$ cat config.mk
export PLATFORM = sky130hd
export DESIGN_NAME = ram_rr_arbiter_flat
export DESIGN_NICKNAME = d
export VERILOG_FILES = /design/src/rtl/ram_rr_arbiter_if.sv /design/src/rtl/ram_rr_arbiter.sv /design/src/flat_wrapper.sv
export SDC_FILE = /design/constraint.sdc
export NUM_CORES = 2
export LEC_CHECK = 0
export CORE_MARGIN = 2
export CORE_UTILIZATION = 45
export CTS_BUF_LIST = sky130_fd_sc_hd__clkbuf_8
export DETAILED_ROUTE_END_ITERATION = 10
export DONT_BUFFER_PORTS = 1
export PLACE_DENSITY = 0.67
export SYNTH_ARGS = -nofsm -noshare
export SYNTH_HDL_FRONTEND = slang
export SYNTH_SLANG_ARGS = --single-unit
$ cat constraint.sdc
create_clock -name clk -period 6.1 [get_ports clk]
set_input_delay 0.915 -clock clk [delete_from_list [all_inputs] [get_ports clk]]
set_output_delay 0.915 -clock clk [all_outputs]
set_load 0.01 [all_outputs]
$ cat src/rtl/ram_rr_arbiter_if.sv
// Requester-side bundle for ram_rr_arbiter: req/gnt handshake plus routed read return.
// master = requester, slave = arbiter.
interface ram_rr_arbiter_if #(
  parameter int DWIDTH = 16,
  parameter int AWIDTH = 7
);
  logic              req;
  logic              we;
  logic [AWIDTH-1:0] addr;
  logic [DWIDTH-1:0] di;
  logic              gnt;
  logic              rvalid;
  logic [DWIDTH-1:0] rdata;

  modport master (output req, we, addr, di, input gnt, rvalid, rdata);
  modport slave  (input req, we, addr, di, output gnt, rvalid, rdata);
endinterface

$ cat src/rtl/ram_rr_arbiter.sv
// Two-requester round-robin front end for one single-port block RAM, with tagged read return.
// Optional macro RAM_RR_ARBITER_OUTREG_EN adds a RAM output register (read latency 1 -> 2).
module ram_rr_arbiter #(
  parameter int DWIDTH = 16,
  parameter int AWIDTH = 7
) (
  input  logic             clk,
  input  logic             rst_n,
  ram_rr_arbiter_if.slave  a,
  ram_rr_arbiter_if.slave  b,
  output logic             busy
);

`ifdef RAM_RR_ARBITER_OUTREG_EN
  localparam int STAGES = 2;
`else
  localparam int STAGES = 1;
`endif

  typedef enum logic {PORT_A = 1'b0, PORT_B = 1'b1} port_e;

  port_e             r_rr_ptr, w_rr_nxt;
  logic              w_a_gnt, w_b_gnt;
  logic              w_xfer, w_we, w_rd;
  logic [AWIDTH-1:0] w_addr;
  logic [DWIDTH-1:0] w_di;
  logic [DWIDTH-1:0] r_mem [0:(1<<AWIDTH)-1];
  logic [DWIDTH-1:0] r_do, w_ram_q;
  logic [STAGES-1:0] r_tag_vld, r_tag_own;
  logic [DWIDTH-1:0] r_a_hold, r_b_hold;
  logic              w_a_rv, w_b_rv;

  // Grants are gated by rst_n so nothing is accepted while reset is held.
  always_comb begin
    w_a_gnt  = rst_n & a.req & (~b.req | (r_rr_ptr == PORT_A));
    w_b_gnt  = rst_n & b.req & (~a.req | (r_rr_ptr == PORT_B));
    w_rr_nxt = r_rr_ptr;
    if (w_a_gnt)      w_rr_nxt = PORT_B;
    else if (w_b_gnt) w_rr_nxt = PORT_A;
  end

  always_ff @(posedge clk or negedge rst_n) begin
    if (!rst_n) r_rr_ptr <= PORT_A;
    else        r_rr_ptr <= w_rr_nxt;
  end

  always_comb begin
    w_xfer = w_a_gnt | w_b_gnt;
    w_we   = w_a_gnt ? a.we   : b.we;
    w_addr = w_a_gnt ? a.addr : b.addr;
    w_di   = w_a_gnt ? a.di   : b.di;
    w_rd   = w_xfer & ~w_we;
  end

  // Plain RAM process, no reset, so it maps onto block RAM.
  always_ff @(posedge clk) begin
    if (w_xfer && w_we) r_mem[w_addr] <= w_di;
    if (w_rd)           r_do <= r_mem[w_addr];
  end

`ifdef RAM_RR_ARBITER_OUTREG_EN
  logic [DWIDTH-1:0] r_do_q;
  always_ff @(posedge clk) r_do_q <= r_do;
  assign w_ram_q = r_do_q;
`else
  assign w_ram_q = r_do;
`endif

  // Tag pipeline tracks owner of each read so data returns to the issuer.
  always_ff @(posedge clk or negedge rst_n) begin
    if (!rst_n) begin
      r_tag_vld <= '0;
      r_tag_own <= '0;
    end else begin
      r_tag_vld[0] <= w_rd;
      r_tag_own[0] <= w_b_gnt;
      for (int i = 1; i < STAGES; i++) begin
        r_tag_vld[i] <= r_tag_vld[i-1];
        r_tag_own[i] <= r_tag_own[i-1];
      end
    end
  end

  assign w_a_rv = r_tag_vld[STAGES-1] & ~r_tag_own[STAGES-1];
  assign w_b_rv = r_tag_vld[STAGES-1] &  r_tag_own[STAGES-1];

  always_ff @(posedge clk or negedge rst_n) begin
    if (!rst_n) begin
      r_a_hold <= '0;
      r_b_hold <= '0;
    end else begin
      if (w_a_rv) r_a_hold <= w_ram_q;
      if (w_b_rv) r_b_hold <= w_ram_q;
    end
  end

  assign a.gnt    = w_a_gnt;
  assign b.gnt    = w_b_gnt;
  assign a.rvalid = w_a_rv;
  assign b.rvalid = w_b_rv;
  assign a.rdata  = w_a_rv ? w_ram_q : r_a_hold;
  assign b.rdata  = w_b_rv ? w_ram_q : r_b_hold;
  assign busy     = |r_tag_vld;

endmodule

$ cat src/flat_wrapper.sv
// flat-port wrapper written by rule: the top's interface ports become plain ports
module ram_rr_arbiter_flat 
#(
  parameter int DWIDTH = 16,
  parameter int AWIDTH = 7
)
  (clk, rst_n, busy, a_req, a_we, a_addr, a_di, a_gnt, a_rvalid, a_rdata, b_req, b_we, b_addr, b_di, b_gnt, b_rvalid, b_rdata);
  ram_rr_arbiter_if #(.DWIDTH(DWIDTH), .AWIDTH(AWIDTH)) a_i ();
  ram_rr_arbiter_if #(.DWIDTH(DWIDTH), .AWIDTH(AWIDTH)) b_i ();
  input  logic clk;
  input  logic rst_n;
  output logic busy;
  input wire logic [$bits(a_i.req)-1:0] a_req;
  input wire logic [$bits(a_i.we)-1:0] a_we;
  input wire logic [$bits(a_i.addr)-1:0] a_addr;
  input wire logic [$bits(a_i.di)-1:0] a_di;
  output wire logic [$bits(a_i.gnt)-1:0] a_gnt;
  output wire logic [$bits(a_i.rvalid)-1:0] a_rvalid;
  output wire logic [$bits(a_i.rdata)-1:0] a_rdata;
  input wire logic [$bits(b_i.req)-1:0] b_req;
  input wire logic [$bits(b_i.we)-1:0] b_we;
  input wire logic [$bits(b_i.addr)-1:0] b_addr;
  input wire logic [$bits(b_i.di)-1:0] b_di;
  output wire logic [$bits(b_i.gnt)-1:0] b_gnt;
  output wire logic [$bits(b_i.rvalid)-1:0] b_rvalid;
  output wire logic [$bits(b_i.rdata)-1:0] b_rdata;
  assign a_i.req = a_req;
  assign a_i.we = a_we;
  assign a_i.addr = a_addr;
  assign a_i.di = a_di;
  assign a_gnt = a_i.gnt;
  assign a_rvalid = a_i.rvalid;
  assign a_rdata = a_i.rdata;
  assign b_i.req = b_req;
  assign b_i.we = b_we;
  assign b_i.addr = b_addr;
  assign b_i.di = b_di;
  assign b_gnt = b_i.gnt;
  assign b_rvalid = b_i.rvalid;
  assign b_rdata = b_i.rdata;
  ram_rr_arbiter #(.DWIDTH(DWIDTH), .AWIDTH(AWIDTH)) u_core (.clk(clk), .rst_n(rst_n), .a(a_i), .b(b_i), .busy(busy));
endmodule
Word-level counts from Yosys, hierarchy flattened
Memory sizes are Yosys's and may differ from the RTL's. A register that Yosys moved wholly into a read port is not among the register bits.
Index checks and enable logic that the tools add are counted.
- muxes and demuxes: 9
- bitwise gates (word level): 15
- reduce and logical (&&, ||, !) cells: 2
- operator list (kind ; number):
    $mux 16 ; 3
    $and 1x1->1 ; 7
    $mux 7 ; 1
    $mux 1 ; 5
    $not 1->1 ; 5
    $or 1x1->1 ; 3
    $reduce_bool 2->1 ; 1
    $logic_and 1x1->1 ; 1
- register bits: 35
- RAM bits: 2048
- bits of input ports: 52
- word-level logic and storage cells: 32
- memories: 1
- memory list (memory ; words ; width ; rd ports ; clocked after memory_dff ; wr ports ; line ; text):
    u_core.r_mem ; 128 ; 16 ; 1 ; 1 ; 1 ; ram_rr_arbiter.sv:27 ; logic [DWIDTH-1:0] r_mem [0:(1<<AWIDTH)-1];

Depth between registers and ports, before layout
- depth in word-level cells: 7
- mapped depth: 13

Worst setup path after synthesis
Ideal clock, no wire load.
- path kind: input -> register
- from: input port rst_n
- to: memory u_core.r_mem[0][5] (data pin)
- library setup time: 0.511 ns
- arrival time: 4.025 ns
- path slack: 1.564 ns
- stages: 9
- buffers on the path: 6
- path through: buf_2 buf_2 nand2_1 buf_2 buf_1 clkbuf_1 buf_1 nand2_1 nand2_1
- cells in the longest elaborated chain, start to end: 3
- ends and longest elaborated chain (item ; line ; text):
    start: declaration ; flat_wrapper.sv:11 ; input logic rst_n;
    $and 1x1->1 (2 in series) ; ram_rr_arbiter.sv:35 ; w_a_gnt = rst_n & a.req & (~b.req | (r_rr_ptr == PORT_A));
    $mux 16 ; ram_rr_arbiter.sv:51 ; w_di = w_a_gnt ? a.di : b.di;
    named net u_core.w_di[5] ; ram_rr_arbiter.sv:26 ; logic [DWIDTH-1:0] w_di;
    end: declaration ; ram_rr_arbiter.sv:27 ;
The timed path passes the listed nets, and every way through them passes these cells.

Worst setup path after layout
- from: register u_core.r_rr_ptr
- to: register u_core.r_do[4] (read register of u_core.r_mem) (data pin)
- cells in the longest elaborated chain, start to end: 6
- elaborated cells on any way between the ends: 10
- classes of those cells: 2 x mux; 8 x bitwise
- ends and longest elaborated chain (item ; line ; text):
    start: declaration ; ram_rr_arbiter.sv:22 ; port_e r_rr_ptr, w_rr_nxt;
    start signal: assignment ; ram_rr_arbiter.sv:44 ; else r_rr_ptr <= w_rr_nxt;
    $not 1->1 ; ram_rr_arbiter.sv:35 ;
    $or 1x1->1 ; ram_rr_arbiter.sv:35 ;
    $and 1x1->1 ; ram_rr_arbiter.sv:35 ;
    $mux 1 ; ram_rr_arbiter.sv:49 ; w_we = w_a_gnt ? a.we : b.we;
    $not 1->1 ; ram_rr_arbiter.sv:52 ; w_rd = w_xfer & ~w_we;
    $and 1x1->1 ; ram_rr_arbiter.sv:52 ;
    end: declaration ; ram_rr_arbiter.sv:28 ; logic [DWIDTH-1:0] r_do, w_ram_q;
Parallel ways exist; a longest one is shown, timed or not.
A chain may end at the register's enable or synchronous reset.

==> run metrics <==
fraction of layout instances using a drive strength above 1 14.3%; first-pass GRT wire length 354,000 µm; die area 181,000 µm²; Arr. time, crit path 6010 ps; initial antenna violation count 21; Hold Crit Class input pin to flip-flop; final net count 5,299; FF/Latch Area 62,900 µm²; die height 426 µm; vias in the first global route 49,300; Buffers on Ports 0; max-cap check violation count 0; slew margin rel. 4.41%; cell count after synthesis 4,978; syn nets 5,030; CP startpoint u_core.r_rr_ptr$_DFFE_PN0P_; core area 176,000 µm²; Critical Path Max Stage Delay 1010 ps; crit path launch type flip-flop; P per Cell Area 322 nW/µm²; Synth Area in Compound Gates 15.6%; Ys Warns 0; Worst setup EP type flip-flop; setup violators final 0; gr usage total 27.0%; Mapped Area 80,100 µm²; sequential area share after synthesis 78.4%; drt wl/cell 32.1 µm; GRT overflow 0; Yosys cell types 50; fmax 0.197 GHz; R2R cell count 10; skew final 67.0 ps; simple-gate share of the synthesized area 3.52%; 1st-iter DRT viols 8,333; io pins 89; worst slew pin tran 1430 ps; Max VDD drop 0.263 mV; critical path type flip-flop to flip-flop; Post-synth EDFFs 2,064; CTS tree yes; Hold Slack 86.5 ps; met1 GRT Util 35.8%; Worst-Skew Late Latency 1070 ps; post-synthesis xor/xnor area fraction 0%; Post-Syn Area per Cell 16.1 µm²; Initial Utilization 45.4%; RSZ-0062 raised after global routing false; DR vias/cell 6.58; DP Cell Count 7,240; final WL 251,000 µm; endpoints failing hold 0; Num Clock Sinks 2,099; LEAKAGE 29.5 nW; DRT antenna net count 0; Data required, critical path 7040 ps; Critical Path Slowest Stage Cell a41oi_1; clock root buffer master clkbuf_8; worst r2r dst u_core.r_do[4]$_DFFE_PP_; met2 GRT Util 41.9%; met3 global-route usage 6.96%; worst r2r src u_core.r_rr_ptr$_DFFE_PN0P_; Clock Path Buffers 4; sequence of cells on the critical path a21boi_4 > buf_4 > and4_4 > or2_4 > buf_4 > buf_4 > a22o_1 > o31ai_1 > a41oi_1 > or4_1; filler cell count in the final layout 14,300; Setup TNS Final 0 ps; Crit Path Max Fanout 46; CTS Buf Count 342; H-tree depth 5; Layout area overhead 12.9%; register bit total from synthesis 2,099; largest family of logic cells by synthesized area compound AO/OA/AOI/OAI gates; reg-to-reg slack, setup 1030 ps; Die X 426 µm; layer with the highest usage met2; Multi-input gate area 16,000 µm²; status finished clean; fin cells 7,831; fraction of registers with async set/reset 1.67%; Final min period 5070 ps; CP dominant cell by count buf_4; clock-pin slew on the worst setup and hold paths 60 ps; Tot Pwr 0.0291 W; prevailing post-synth register cell edfxtp_1; total number of vias 51,600; mux contribution to synthesized area 0.464%; hpwl dp 144,000 µm; gpl congestion 0.889; Setup crit end u_core.r_do[4]$_DFFE_PP_; drt pass-1 iters 6; # rows 154; Post-Synth Adder-Cell Area 0%; crit share post-route 83.1%; largest net degree at the start of global routing 117; Final Max Slew Viols 0; Residual DRC 0
cells in the final DEF (no fill, tap or decap), types with 30 or more instances in the layout:
master and n:
edfxtp_1 2064, o21ai_0 977, a22o_1 480, clkbuf_8 350, buf_4 288, o31ai_1 241, nand4_1 241, nor2_1 127
inv_1 116, clkinv_1 78, nand2_1 62, a41oi_1 60, nand3_1 41, dfrtp_1 35, a21oi_1 34, mux2_2 33
o21a_1 30
what timing repair did:
action / CTS / global route
setup buffers: 0 / 0
endpoints found under the hold margin: 36 / 0
resized for setup: 0 / 0
hold buffers: 3 / 0
stage by stage:
step | utilization (%) | cell area, µm² | worst slack [ps]
floorplan | - | 80100 | 1560
global placement | 47.9 | 84500 | 739
detailed placement | 47.9 | 84500 | 665
CTS | 51.2 | 90400 | 1200
global route | 51.2 | 90400 | 981
finish | 51.2 | 90400 | 1030
sequential cells by signal, indices dropped and copies added, names as in the netlist:
signal and count:
u_core.r_rr_ptr 1, u_core.r_mem 2048, u_core.r_a_hold 16, u_core.r_do 16, u_core.r_tag_own 1, u_core.busy 1
u_core.r_b_hold 16
synthesized netlist by cell type (2+ instances only):
library cell / count / area [µm²]
o21ai_1: 20 / 100
a21oi_1: 35 / 175
a41o_1: 2 / 20.0
nor4_1: 3 / 18.8
o21ai_0: 979 / 4900
a22oi_1: 16 / 120
or2_1: 5 / 31.3
or3_1: 2 / 12.5
a2111oi_0: 9 / 78.8
o31a_1: 2 / 17.5
o21a_1: 30 / 225
o31ai_1: 242 / 1820
nand2_1: 79 / 297
or2_2: 2 / 12.5
a31oi_1: 11 / 68.8
mux2_2: 33 / 372
clkbuf_1: 333 / 1250
a2111oi_1: 2 / 20.0
a22o_1: 480 / 4200
buf_4: 2 / 15.0
inv_1: 8 / 30.0
nor3_1: 3 / 15.0
nor2b_1: 5 / 31.3
o41ai_1: 10 / 87.6
buf_6: 3 / 33.8
nand2b_1: 6 / 37.5
edfxtp_1: 2064 / 62000
a41oi_1: 60 / 526
buf_2: 38 / 190
inv_2: 3 / 11.3
a211oi_1: 2 / 15.0
or4_1: 15 / 113
dfrtp_1: 35 / 876
nor2_1: 128 / 480
buf_1: 15 / 56.3
nand3_1: 41 / 205
nor4_2: 2 / 25.0
nand4_1: 241 / 1510
how the worst min path moves through the flow:
stage,end,depth (start not counted),slack [ps],start
final,u_core.r_rr_ptr$_DFFE_PN0P_,2,90,a_req
after global routing,u_core.r_rr_ptr$_DFFE_PN0P_,2,50,a_req
after CTS,u_core.r_rr_ptr$_DFFE_PN0P_,2,5,a_req
after detailed placement,u_core.r_b_hold[7]$_DFF_PN0_,1,530,u_core.r_b_hold[7]$_DFF_PN0_
after global placement,u_core.r_b_hold[7]$_DFF_PN0_,1,530,u_core.r_b_hold[7]$_DFF_PN0_
after floorplan,u_core.r_b_hold[0]$_DFF_PN0_,1,510,u_core.r_b_hold[0]$_DFF_PN0_
cell type report:
cell class	count	area share [%]
flip-flops and latches	2099	69.5
multi-input cells	2477	17.7
clock buffers	350	5.33
well taps	2340	3.24
repair buffers	316	2.99
clock inverters	225	1.19
inverters	11	0.0457
diodes	13	0.0360
worst max-delay path, delay by kind of cell (launching register included):
kind	cells	cell delay (ps)
AOI/OAI and AO/OA	4	1620
DFF	1	460
and+or+nand+nor	3	1880
buffers and inverters	3	940
kinds of logic after synthesis:
group	Yosys count
flip-flops	2099
AO/OA/AOI/OAI	1908
multiplexers	33
buffers and inverters	402
AND/OR/NAND/NOR	536
report_power, final:
part / switching, W / total [W] / leakage [nW] / internal (W)
clock: 0.00545 / 0.0110 / 3.40 / 0.00554
sequential: 0.0000435 / 0.0162 / 19.0 / 0.0161
combinational: 0.00146 / 0.00192 / 7.04 / 0.000458
total: 0.00696 / 0.0291 / 29.5 / 0.0221
layer usage:
layer / routed length [µm] / vias up / part of all wire [%]
met4: 12700 / 14 / 5.1
met3: 31700 / 651 / 13
met2: 116000 / 4003 / 46
met5: 101 / - / 0.040
met1: 90600 / 26000 / 36
li1: - / 20900 / -
No activity file was read; power rests on OpenSTA's default activity.
